$ cat src/rtl/ins_sequencer_if.sv
// rtl/ins_sequencer_if.sv - control and status bundle between the sequencer and the IR/PC/datapath
// The master side is the sequencer itself; the slave side is the IR/PC/datapath it steers.
interface ins_sequencer_if #(
    parameter int OPW  = 4,
    parameter int NINS = 12
);
    logic            en;
    logic            start;
    logic            mem_rdy;
    logic [OPW-1:0]  ir;
    logic            gt_flag;
    logic [NINS-1:0] dec;
    logic            ir_load;
    logic            pc_inc;
    logic            pc_load;
    logic            busy;
    logic            halted;
    logic            illegal;

    modport master (
        input  en, start, mem_rdy, ir, gt_flag,
        output dec, ir_load, pc_inc, pc_load, busy, halted, illegal
    );

    modport slave (
        output en, start, mem_rdy, ir, gt_flag,
        input  dec, ir_load, pc_inc, pc_load, busy, halted, illegal
    );
endinterface

$ cat src/rtl/ins_sequencer.sv
// rtl/ins_sequencer.sv - fetch/decode/execute sequencer with one-hot decode and jump/halt resolution
// Opcode BASE+k lights dec[NINS-1-k] for EXEC_CYC cycles; en=0 freezes all state and masks strobes.
module ins_sequencer #(
    parameter int OPW      = 4,
    parameter int NINS     = 12,
    parameter int BASE     = 4,
    parameter int JMP_IDX  = 5,
    parameter int JG_IDX   = 4,
    parameter int HALT_IDX = 0,
    parameter int EXEC_CYC = 1
) (
    input  logic               clk,
    input  logic               rst_n,
    ins_sequencer_if.master    bus
);
    typedef enum logic [2:0] {
        S_IDLE,
        S_FETCH,
        S_DECODE,
        S_EXEC,
        S_HALTED
    } state_t;

    localparam int              CW     = 4;
    localparam logic [OPW:0]    BASE_W = (OPW+1)'(BASE);
    localparam logic [OPW:0]    LIM_W  = (OPW+1)'(BASE + NINS);

    state_t          state_q, state_d;
    logic [CW-1:0]   cnt_q, cnt_d;
    logic [NINS-1:0] dec_q, dec_d;
    logic            illegal_q, illegal_d;
    logic            ir_load, pc_inc, pc_load;

    logic [OPW:0]    ir_ext;
    logic [OPW:0]    ir_off;
    logic            ir_legal;
    logic [NINS-1:0] ir_onehot;

    // One extra bit so BASE+NINS == 2^OPW is still representable as the upper bound.
    always_comb begin
        ir_ext    = {1'b0, bus.ir};
        ir_off    = ir_ext - BASE_W;
        ir_legal  = (ir_ext >= BASE_W) && (ir_ext < LIM_W);
        ir_onehot = '0;
        for (int k = 0; k < NINS; k++) begin
            if (ir_off == (OPW+1)'(k)) begin
                ir_onehot[NINS-1-k] = 1'b1;
            end
        end
    end

    always_ff @(posedge clk or negedge rst_n) begin
        if (!rst_n) begin
            state_q   <= S_IDLE;
            cnt_q     <= '0;
            dec_q     <= '0;
            illegal_q <= 1'b0;
        end else begin
            state_q   <= state_d;
            cnt_q     <= cnt_d;
            dec_q     <= dec_d;
            illegal_q <= illegal_d;
        end
    end

    always_comb begin
        state_d   = state_q;
        cnt_d     = cnt_q;
        dec_d     = dec_q;
        illegal_d = illegal_q;
        ir_load   = 1'b0;
        pc_inc    = 1'b0;
        pc_load   = 1'b0;
        if (bus.en) begin
            case (state_q)
                S_IDLE: begin
                    if (bus.start) state_d = S_FETCH;
                end
                S_FETCH: begin
                    if (bus.mem_rdy) begin
                        ir_load = 1'b1;
                        pc_inc  = 1'b1;
                        state_d = S_DECODE;
                    end
                end
                S_DECODE: begin
                    if (ir_legal) begin
                        dec_d   = ir_onehot;
                        cnt_d   = CW'(EXEC_CYC - 1);
                        state_d = S_EXEC;
                    end else begin
                        illegal_d = 1'b1;
                        dec_d     = '0;
                        state_d   = S_FETCH;
                    end
                end
                S_EXEC: begin
                    if (cnt_q != '0) begin
                        cnt_d = cnt_q - 1'b1;
                    end else if (dec_q[HALT_IDX]) begin
                        state_d = S_HALTED;
                    end else begin
                        // gt_flag is taken live in the final execute cycle, not latched at decode.
                        pc_load = dec_q[JMP_IDX] | (dec_q[JG_IDX] & bus.gt_flag);
                        state_d = S_FETCH;
                    end
                end
                S_HALTED: begin
                    if (bus.start) begin
                        state_d   = S_FETCH;
                        illegal_d = 1'b0;
                    end
                end
                default: state_d = S_IDLE;
            endcase
        end
    end

    assign bus.dec     = (state_q == S_EXEC && bus.en) ? dec_q : '0;
    assign bus.ir_load = ir_load;
    assign bus.pc_inc  = pc_inc;
    assign bus.pc_load = pc_load;
    assign bus.busy    = (state_q == S_FETCH) || (state_q == S_DECODE) || (state_q == S_EXEC);
    assign bus.halted  = (state_q == S_HALTED);
    assign bus.illegal = illegal_q;
endmodule

$ cat src/flat_wrapper.sv
// flat-port wrapper written by rule: the top's interface ports become plain ports
module ins_sequencer_flat 
#(
    parameter int OPW      = 4,
    parameter int NINS     = 12,
    parameter int BASE     = 4,
    parameter int JMP_IDX  = 5,
    parameter int JG_IDX   = 4,
    parameter int HALT_IDX = 0,
    parameter int EXEC_CYC = 1
)
  (clk, rst_n, bus_en, bus_start, bus_mem_rdy, bus_ir, bus_gt_flag, bus_dec, bus_ir_load, bus_pc_inc, bus_pc_load, bus_busy, bus_halted, bus_illegal);
  ins_sequencer_if #(.OPW(OPW), .NINS(NINS)) bus_i ();
  input  logic clk;
  input  logic rst_n;
  input wire logic [$bits(bus_i.en)-1:0] bus_en;
  input wire logic [$bits(bus_i.start)-1:0] bus_start;
  input wire logic [$bits(bus_i.mem_rdy)-1:0] bus_mem_rdy;
  input wire logic [$bits(bus_i.ir)-1:0] bus_ir;
  input wire logic [$bits(bus_i.gt_flag)-1:0] bus_gt_flag;
  output wire logic [$bits(bus_i.dec)-1:0] bus_dec;
  output wire logic [$bits(bus_i.ir_load)-1:0] bus_ir_load;
  output wire logic [$bits(bus_i.pc_inc)-1:0] bus_pc_inc;
  output wire logic [$bits(bus_i.pc_load)-1:0] bus_pc_load;
  output wire logic [$bits(bus_i.busy)-1:0] bus_busy;
  output wire logic [$bits(bus_i.halted)-1:0] bus_halted;
  output wire logic [$bits(bus_i.illegal)-1:0] bus_illegal;
  assign bus_i.en = bus_en;
  assign bus_i.start = bus_start;
  assign bus_i.mem_rdy = bus_mem_rdy;
  assign bus_i.ir = bus_ir;
  assign bus_i.gt_flag = bus_gt_flag;
  assign bus_dec = bus_i.dec;
  assign bus_ir_load = bus_i.ir_load;
  assign bus_pc_inc = bus_i.pc_inc;
  assign bus_pc_load = bus_i.pc_load;
  assign bus_busy = bus_i.busy;
  assign bus_halted = bus_i.halted;
  assign bus_illegal = bus_i.illegal;
  ins_sequencer #(.OPW(OPW), .NINS(NINS), .BASE(BASE), .JMP_IDX(JMP_IDX), .JG_IDX(JG_IDX), .HALT_IDX(HALT_IDX), .EXEC_CYC(EXEC_CYC)) u_core (.clk(clk), .rst_n(rst_n), .bus(bus_i));
endmodule
$ cat config.mk
export PLATFORM = sky130hd
export DESIGN_NAME = ins_sequencer_flat
export DESIGN_NICKNAME = d
export VERILOG_FILES = /design/src/rtl/ins_sequencer_if.sv /design/src/rtl/ins_sequencer.sv /design/src/flat_wrapper.sv
export SDC_FILE = /design/constraint.sdc
export NUM_CORES = 1
export LEC_CHECK = 0
export ABC_AREA = 1
export CAP_MARGIN = 5
export CORE_MARGIN = 2
export CORE_UTILIZATION = 44
export DETAILED_ROUTE_END_ITERATION = 8
export PLACE_DENSITY_LB_ADDON = 0.15
export RECOVER_POWER = 100
export SLEW_MARGIN = 10
export SYNTH_ARGS = -nofsm -noshare
export SYNTH_HDL_FRONTEND = slang
export SYNTH_SLANG_ARGS = --single-unit
$ cat constraint.sdc
create_clock -name clk -period 1.2 [get_ports clk]
set_clock_uncertainty 0.05 [all_clocks]
set_input_delay 0.3 -clock clk [delete_from_list [all_inputs] [get_ports clk]]
set_output_delay 0.3 -clock clk [all_outputs]
set_load 0.01 [all_outputs]
Word-level counts from Yosys, hierarchy flattened
Cells that the tools add are included.
{"block": "word_totals", "ff_bits": 20, "output_inout_bits": 18, "wordCells": 77}
{"block": "op_classes", "addsub": 2, "magnitude_cmp": 1, "eq_ne": 22, "mux": 33, "bitwise_logic": 2, "reduce_logical": 13}
{"operator": "2-to-1 mux 12 bit", "count": 2}
{"operator": "2-to-1 mux 1 bit", "count": 21}
{"operator": "== test 5 x 3 -> 1 bit (second input constant)", "count": 4}
{"operator": "== test 5 x 4 -> 1 bit (second input constant)", "count": 4}
{"operator": "2-to-1 mux 3 bit", "count": 4}
{"operator": "case mux 3 bit (4 select lines)", "count": 1}
{"operator": "AND reduction 4 bit", "count": 3}
{"operator": "== test 5 x 2 -> 1 bit (second input constant)", "count": 2}
{"operator": "2-to-1 mux 4 bit", "count": 2}
{"operator": "inequality test 2 bit (second input constant)", "count": 4}
{"operator": "case mux 4 bit (2 select lines)", "count": 1}
{"operator": "== test 3 x 2 -> 1 bit (second input constant)", "count": 2}
{"operator": "inequality test 2 x 1 -> 1 bit (second input constant)", "count": 3}
{"operator": "== test 5 x 1 -> 1 bit (second input constant)", "count": 1}
{"operator": "zero test 5 bit", "count": 1}
{"operator": "subtractor 4 x 3 -> 5 bit (second input constant)", "count": 1}
{"operator": "greater-or-equal comparator 4 x 3 -> 1 bit (second input constant)", "count": 1}
{"operator": "nonzero test 2 bit", "count": 2}
{"operator": "nonzero test 4 bit", "count": 1}
{"operator": "subtractor 4 x 1 -> 4 bit (second input constant)", "count": 1}
{"operator": "== test 3 x 1 -> 1 bit (second input constant)", "count": 1}
{"operator": "== test 3 bit (second input constant)", "count": 1}
{"operator": "zero test 3 bit", "count": 1}
{"operator": "logical OR 1 bit", "count": 2}
{"operator": "7 further kinds", "count": 7}

Longest topological paths before layout
Gate-level depths: netlist (run 1).
{"block": "logic_depth", "ltp_word": 6, "depth_mapped": 9, "mapped_depth_nobuf": 8}

Least setup slack after synthesis (run 1)
No wires, ideal clock.
{"block": "synth_timing", "path_kind": "register to output", "start": "register u_core.state_q[0]", "end": "output port bus_pc_inc", "t_arrival_ps": 1173, "t_required_ps": 850, "slack_ps": -323, "path_stages_with_launch": 6, "path_buffers": 1, "path_cell_list": "dfrtp_1 > inv_1 > nor2_1 > nand2_1 > nor3_1 > buf_4"}
{"block": "synth_via", "elab_chain_len": 3}
{"item": "from (decl)", "line": "ins_sequencer.sv:28", "text": "state_t state_q, state_d;"}
{"item": "from (signal assigned)", "line": "ins_sequencer.sv:59", "text": "state_q <= state_d;"}
{"item": "== test 3 x 1 -> 1 bit"}
{"item": "2-to-1 mux 1 bit (2 in a row)"}
{"item": "to (decl)", "line": "flat_wrapper.sv:23", "text": "output wire logic [$bits(bus_i.pc_inc)-1:0] bus_pc_inc;"}
No other way between the ends.

Final worst setup path (run 1)
{"block": "layout_timing", "start": "register u_core.state_q[0]", "end": "output port bus_dec[0]"}
{"block": "layout_via", "elab_chain_len": 3}
{"item": "== test 3 x 2 -> 1 bit", "line": "ins_sequencer.sv:119", "text": "assign bus.dec = (state_q == S_EXEC && bus.en) ? dec_q : '0;"}
{"item": "logical AND 1 bit", "line": "ins_sequencer.sv:119"}
{"item": "2-to-1 mux 12 bit", "line": "ins_sequencer.sv:119"}
{"item": "to (decl)", "line": "flat_wrapper.sv:21", "text": "output wire logic [$bits(bus_i.dec)-1:0] bus_dec;"}
No other way between the ends.

==> results of run 1 <==
-- power by group --
group	leakage, nW	internal [mW]	switching (mW)	total [mW]
Combinational	0.695	1.21	1.43	2.64
Sequential	0.266	0.894	0.128	1.02
Clock	0.0210	0.185	0.217	0.402
Total	0.982	2.29	1.77	4.06
-- cells by family (layout without fill, tap and decap cells) --
kind of cell / count (synthesis) / count (layout) / synth area share
buffers and inverters: 35 / 102 / 0.1288
AND/OR/NAND/NOR: 87 / 87 / 0.3139
flip-flops: 20 / 20 / 0.4090
XOR/XNOR: 2 / 2 / 0.01432
AO/OA/AOI/OAI: 21 / 21 / 0.1135
adder cells (fa/ha/maj): 2 / 2 / 0.02045
-- worst reg2reg max path: cells and delay by family (launching register included) --
kind,cells,cell delay [ns]
simple gates,3,0.34
flops,1,0.46
buf+inv,4,0.43
compound gates,1,0.08
-- metrics by stage --
step | setup slack, ns | power, mW
after floorplan | -0.1535 | 2.300
after global placement | -0.9382 | 3.032
after detailed placement | -0.9380 | 3.111
after CTS | -0.5913 | 3.886
after global routing | -0.6891 | 4.333
final | -0.5905 | 4.062
-- layout make-up --
type | count | area, µm²
inverters | 32 | 130.1
repair buffers | 65 | 556.8
flip-flops and latches | 20 | 501.7
fillers | 171 | 599.3
well taps | 31 | 38.79
clock buffers | 4 | 36.28
multi-input cells | 112 | 814.5
repair inverters | 1 | 8.758
-- flip-flops by register name, summed over array words and instances (netlist names) --
register and count:
u_core.state_q 3, u_core.bus.illegal 1, u_core.cnt_q 4, u_core.dec_q 12
-- what timing repair did --
action                     in CTS  in global routing
pin swaps                      10                  7
cloned                          1                  0
resized for setup             122                 10
setup endpoints to repair      38                 38
setup buffers                  11                  1
-- per-layer routing --
layer,part of all wire,vias to the layer above,track usage
met5,0,-,0
met4,0.023,0,0.1130
met3,0.034,10,0.04608
met2,0.57,24,0.4551
met1,0.37,631,0.2504
li1,-,654,-
-- synthesized netlist by cell type, drive strengths merged --
master  count  share of area
buf         3          0.027
xnor2       1         0.0072
dfrtp      20           0.41
a21oi       2         0.0082
o21ai      19           0.11
nand3      17          0.070
nor4        1         0.0051
xor2        1         0.0072
nor3        2         0.0082
nor2       27          0.098
nand2      40           0.13
inv        32           0.10
ha          2          0.020
-- worst max path at each step --
stage                 startpoint           to  slack [ns]  depth (start not counted)
4_1_cts        u_core.state_q[2]   bus_dec[0]       -0.59                          6
6_report       u_core.state_q[0]   bus_dec[0]       -0.59                          7
2_1_floorplan  u_core.state_q[0]   bus_pc_inc       -0.15                          5
3_3_place_gp              bus_en  bus_pc_load       -0.94                          4
5_1_grt        u_core.state_q[0]   bus_dec[0]       -0.69                          7
3_5_place_dp              bus_en  bus_pc_load       -0.94                          4
==> flow_summary.yaml, run 1 <==
setup_path:
  path_class: "reg2out"
  crit_top_cell: "buf_6"
  path_cells: "nand2_2 -> nor2_4 -> nand2_2 -> buf_6 -> buf_6 -> nor2_4 -> buf_6"
  rr_endpoint: "u_core.dec_q[0]"
  arrival_ns: 1.44
  end_kind: "output port"
  worstRegToRegCells: 8
  crit_family: "flip-flops"
  crit_buf_inv: 3
  r2r_setup_slack_ns: -0.28
  critical_path_peak_fanout: 3
  critPathMaxStageDelay_ns: 0.41
  slowest_stage: "dfrtp_1"
  critPathRequiredTime_ns: 0.85
  startpoint_type: "flip-flop"
  worstReg2RegStart: "u_core.state_q[2]"
sta:
  setup_ws_ns: -0.5905
  rsz0062_at_grt: "true"
  finalHoldViolCount: 0
  fin_crit_ns: 1.791
  hold_slack_ns: 0.4380
  finalSetupViolations: 37
  fin_crit_sh: 1.492
  drv_slew: 0
  max_freq_mhz: 558.5
  setup_tns_ns: -13.52
  slew_headroom: 0.6554
  worst_slew_pin_slew_ns: 0.5169
synthesis:
  synth_seq_cells: 20
  syn_area_um2: 1224
  synthCells: 167
  avgSynthCellArea_um2: 7.327
  synth_cell_types: 22
  syn-num-nets: 179
  seq_area_frac_synth: 0.4090
  yosysWarnings: 0
layout:
  finalNonFillerCells: 265
  final_cell_mix: "buf_4, nand2_1, inv_1"
  nets: 247
  final_common_cell: "buf_4"
  antenna_cells: 0
  final_cell_area_um2: 2087
  syn_to_final_growth_pct: 70.55
  fin_util: 0.7769
  layout-drive-gt1-share: 0.5256
power_and_ir_drop:
  p_per_area_nw_per_um2: 1946
  power_leakage_nw: 0.9816
  ir_worst_vdd_mv: 1.626
drt:
  wirelength_um: 3524
  via_count: 1319
  drt-initial-drc-count: 25
  route.detailed.drc: 0
  dr.pass1.iters: 4
  antenna_left: 0
  wl_per_cell_um: 13.30
  viasPerCell: 4.977
die:
  die-area_um2: 3219
  core_area_um2: 2686
  ioPinCount: 28
  dieHeight_um: 56.74
  initial_core_util: 0.4555
  rows: 19
  fp.dieW_um: 56.74
run:
  drv_cap: 0
global_routing:
  grt_pass1_vias: 1338
  grt_max_degree: 21
  grt_overflow: 0
  track_usage: 0.2404
  grt_pass1_wl_um: 5899
  grt_antenna_before_repair: 0
clock_tree:
  root_buffer: "clkbuf_4"
  htreeDepth: 1
  clkTransAtPathRegs_ns: 0.12
  cts.sinks: 20
  cts_tree: "yes"
  cts-buffers-inserted: 3
  clockBufferDepth: 2
  hold_buffers: 0
  clk_latency_ns: 0.31
place:
  place.gp.congestion: 0.8432
  io_buffer_count: 27
  dp_cells: 250
  place_area_um2: 1877
  dpl.hpwl_um: 2327
worst_hold_path:
  hp-class: "in2async"
outcome:
  outcome: "complete, but fails checks"
  failed_checks: "setup timing"
Note: power is estimated with default switching activity, not from simulation.
==> run 2: changes to the inputs <==
- CORE_MARGIN: 2 -> not set
==> run 2 against run 1 <==
Compared with the run above:
- the flow still finishes with violations (setup timing)
- maximum frequency rose by 3.1%
- power fell by 0.26%
- sequential cell count did not move
- clock-buffer cell count fell by 1
- non-clock buffer count rose by 3
- register-to-register slack got worse by 0.11 ns
- critical endpoint is now bus_dec[9]
- largest power group unchanged
- routed wire length rose by 2.2%
- sequential power barely moved
- die area fell by 6.9%
- worst hold slack got worse by 0.013 ns
==> flow_summary.yaml, run 2 (same netlist as run 1, synthesis figures left out) <==
layout:
  final_common_cell: "buf_4"
  fin_util: 0.8623
  top_register: "u_core.dec_q"
  syn_to_final_growth_pct: 79.35
  final_cell_mix: "buf_4, inv_1, buf_6"
  largest_reg_flops: 12
  final_cell_area_um2: 2195
  largestRegisters: "u_core.dec_q: 12 flops, u_core.cnt_q: 4 flops, u_core.state_q: 3 flops"
  nets: 251
  antenna_cells: 0
  layout-drive-gt1-share: 0.5527
sta:
  fin_crit_ns: 1.736
  drv_slew: 0
  worst_slew_pin_slew_ns: 0.4997
  max_freq_mhz: 576.0
  finalHoldViolCount: 0
  fin_crit_sh: 1.447
  slew_headroom: 0.6669
  rsz0062_at_grt: "true"
  setup_ws_ns: -0.5361
  finalSetupViolations: 37
die:
  core_area_um2: 2545
  fp.dieW_um: 54.74
  rows: 18
  die-area_um2: 2996
  dieHeight_um: 54.74
  ioPinCount: 28
  initial_core_util: 0.4808
setup_path:
  startpoint_type: "flip-flop"
  path_class: "reg2out"
  worstRegToRegCells: 11
  rr_endpoint: "u_core.dec_q[3]"
  end_kind: "output port"
  critPathRequiredTime_ns: 0.85
  arrival_ns: 1.39
  critical_path_peak_fanout: 6
  r2r_setup_slack_ns: -0.39
  worstReg2RegStart: "u_core.state_q[2]"
clock_tree:
  clockBufferDepth: 2
  cts.sinks: 20
  htreeDepth: 1
  cts_tree: "yes"
  root_buffer: "clkbuf_4"
  cts-buffers-inserted: 3
  clkTransAtPathRegs_ns: 0.11
  clk_latency_ns: 0.31
global_routing:
  track_usage: 0.2660
  grt_antenna_before_repair: 0
  grt_pass1_wl_um: 5554
  grt_pass1_vias: 1254
  grt_max_degree: 21
  grt_overflow: 0
drt:
  wl_per_cell_um: 13.49
  via_count: 1330
  antenna_left: 0
  wirelength_um: 3603
  route.detailed.drc: 0
  drt-initial-drc-count: 26
  viasPerCell: 4.981
  dr.pass1.iters: 4
power_and_ir_drop:
  ir_worst_vdd_mv: 1.972
  power_leakage_nw: 1.020
  finalPower_mw: 4.052
  p_per_area_nw_per_um2: 1846
outcome:
  failed_checks: "setup timing"
  outcome: "complete, but fails checks"
place:
  io_buffer_count: 27
  dpl.hpwl_um: 2367
  place.gp.congestion: 0.8471
  place_area_um2: 1883
worst_hold_path:
  hp-class: "in2async"
run:
  drv_cap: 0
run 2: cell count changes in the layout (fill, tap and decap cells not counted), sizes merged:
| cell | previous run | this run |
|---|---|---|
| clkbuf | 5 | 4 |
| inv | 33 | 34 |
| buf | 55 | 58 |
run 2: power breakdown:
group	switching (mW)	leakage, nW	internal, mW
Clock	0.219	0.0138	0.118
Sequential	0.149	0.266	0.894
Combinational	1.44	0.740	1.23
run 2: worst max path at each step:
stage | endpoint | slack [ns] | startpoint
3_3_place_gp | bus_pc_load | -0.90 | bus_en
5_1_grt | bus_dec[9] | -0.60 | u_core.state_q[1]
4_1_cts | bus_dec[0] | -0.61 | u_core.state_q[2]
6_report | bus_dec[9] | -0.54 | u_core.state_q[1]
2_1_floorplan | bus_pc_inc | -0.15 | u_core.state_q[0]
3_5_place_dp | bus_pc_load | -0.94 | bus_en
run 2: what timing repair did:
action                                  CTS  global route
cloned                                    3             0
buffers inserted                         12             0
endpoints found under the setup margin   38            38
hold buffers                              0             0
pin swaps                                 5            17
gates resized for setup                 115            38
run 2: area by class of cell:
cell class	instances	area [µm²]
well taps	30	37.54
inverters	32	132.6
fillers	140	350.3
repair inverters	2	17.52
multi-input cells	112	858.3
repair buffers	68	624.3
flip-flops and latches	20	501.7
clock buffers	3	22.52
run 2: through the flow:
step	hold slack [ns]	setup WS, ns	setup TNS, ns	instances
2_1_floorplan	-0.04559	-0.1535	-2.348	167
3_3_place_gp	0.4138	-0.8999	-22.81	250
4_1_cts	0.2729	-0.6112	-14.47	268
6_report	0.4252	-0.5361	-14.75	267
3_5_place_dp	0.4255	-0.9381	-24.06	250
5_1_grt	0.4796	-0.5973	-17.17	267
run 2: routing by layer:
metal  GRT usage  vias up  wire (µm)
met4     0.08974        0         62
met5           0        -          0
li1            -      658          -
met3     0.03889        7        143
met1      0.3471      632       1604
met2      0.4438       33       1792
run 2: worst max-delay path, cell delays in order (launching register included):
cell and delay (ns):
dfrtp_1 0.41, nand2_2 0.08, nor2_4 0.14, nand2_4 0.08, buf_12 0.16, nor2_4 0.10, buf_6 0.10
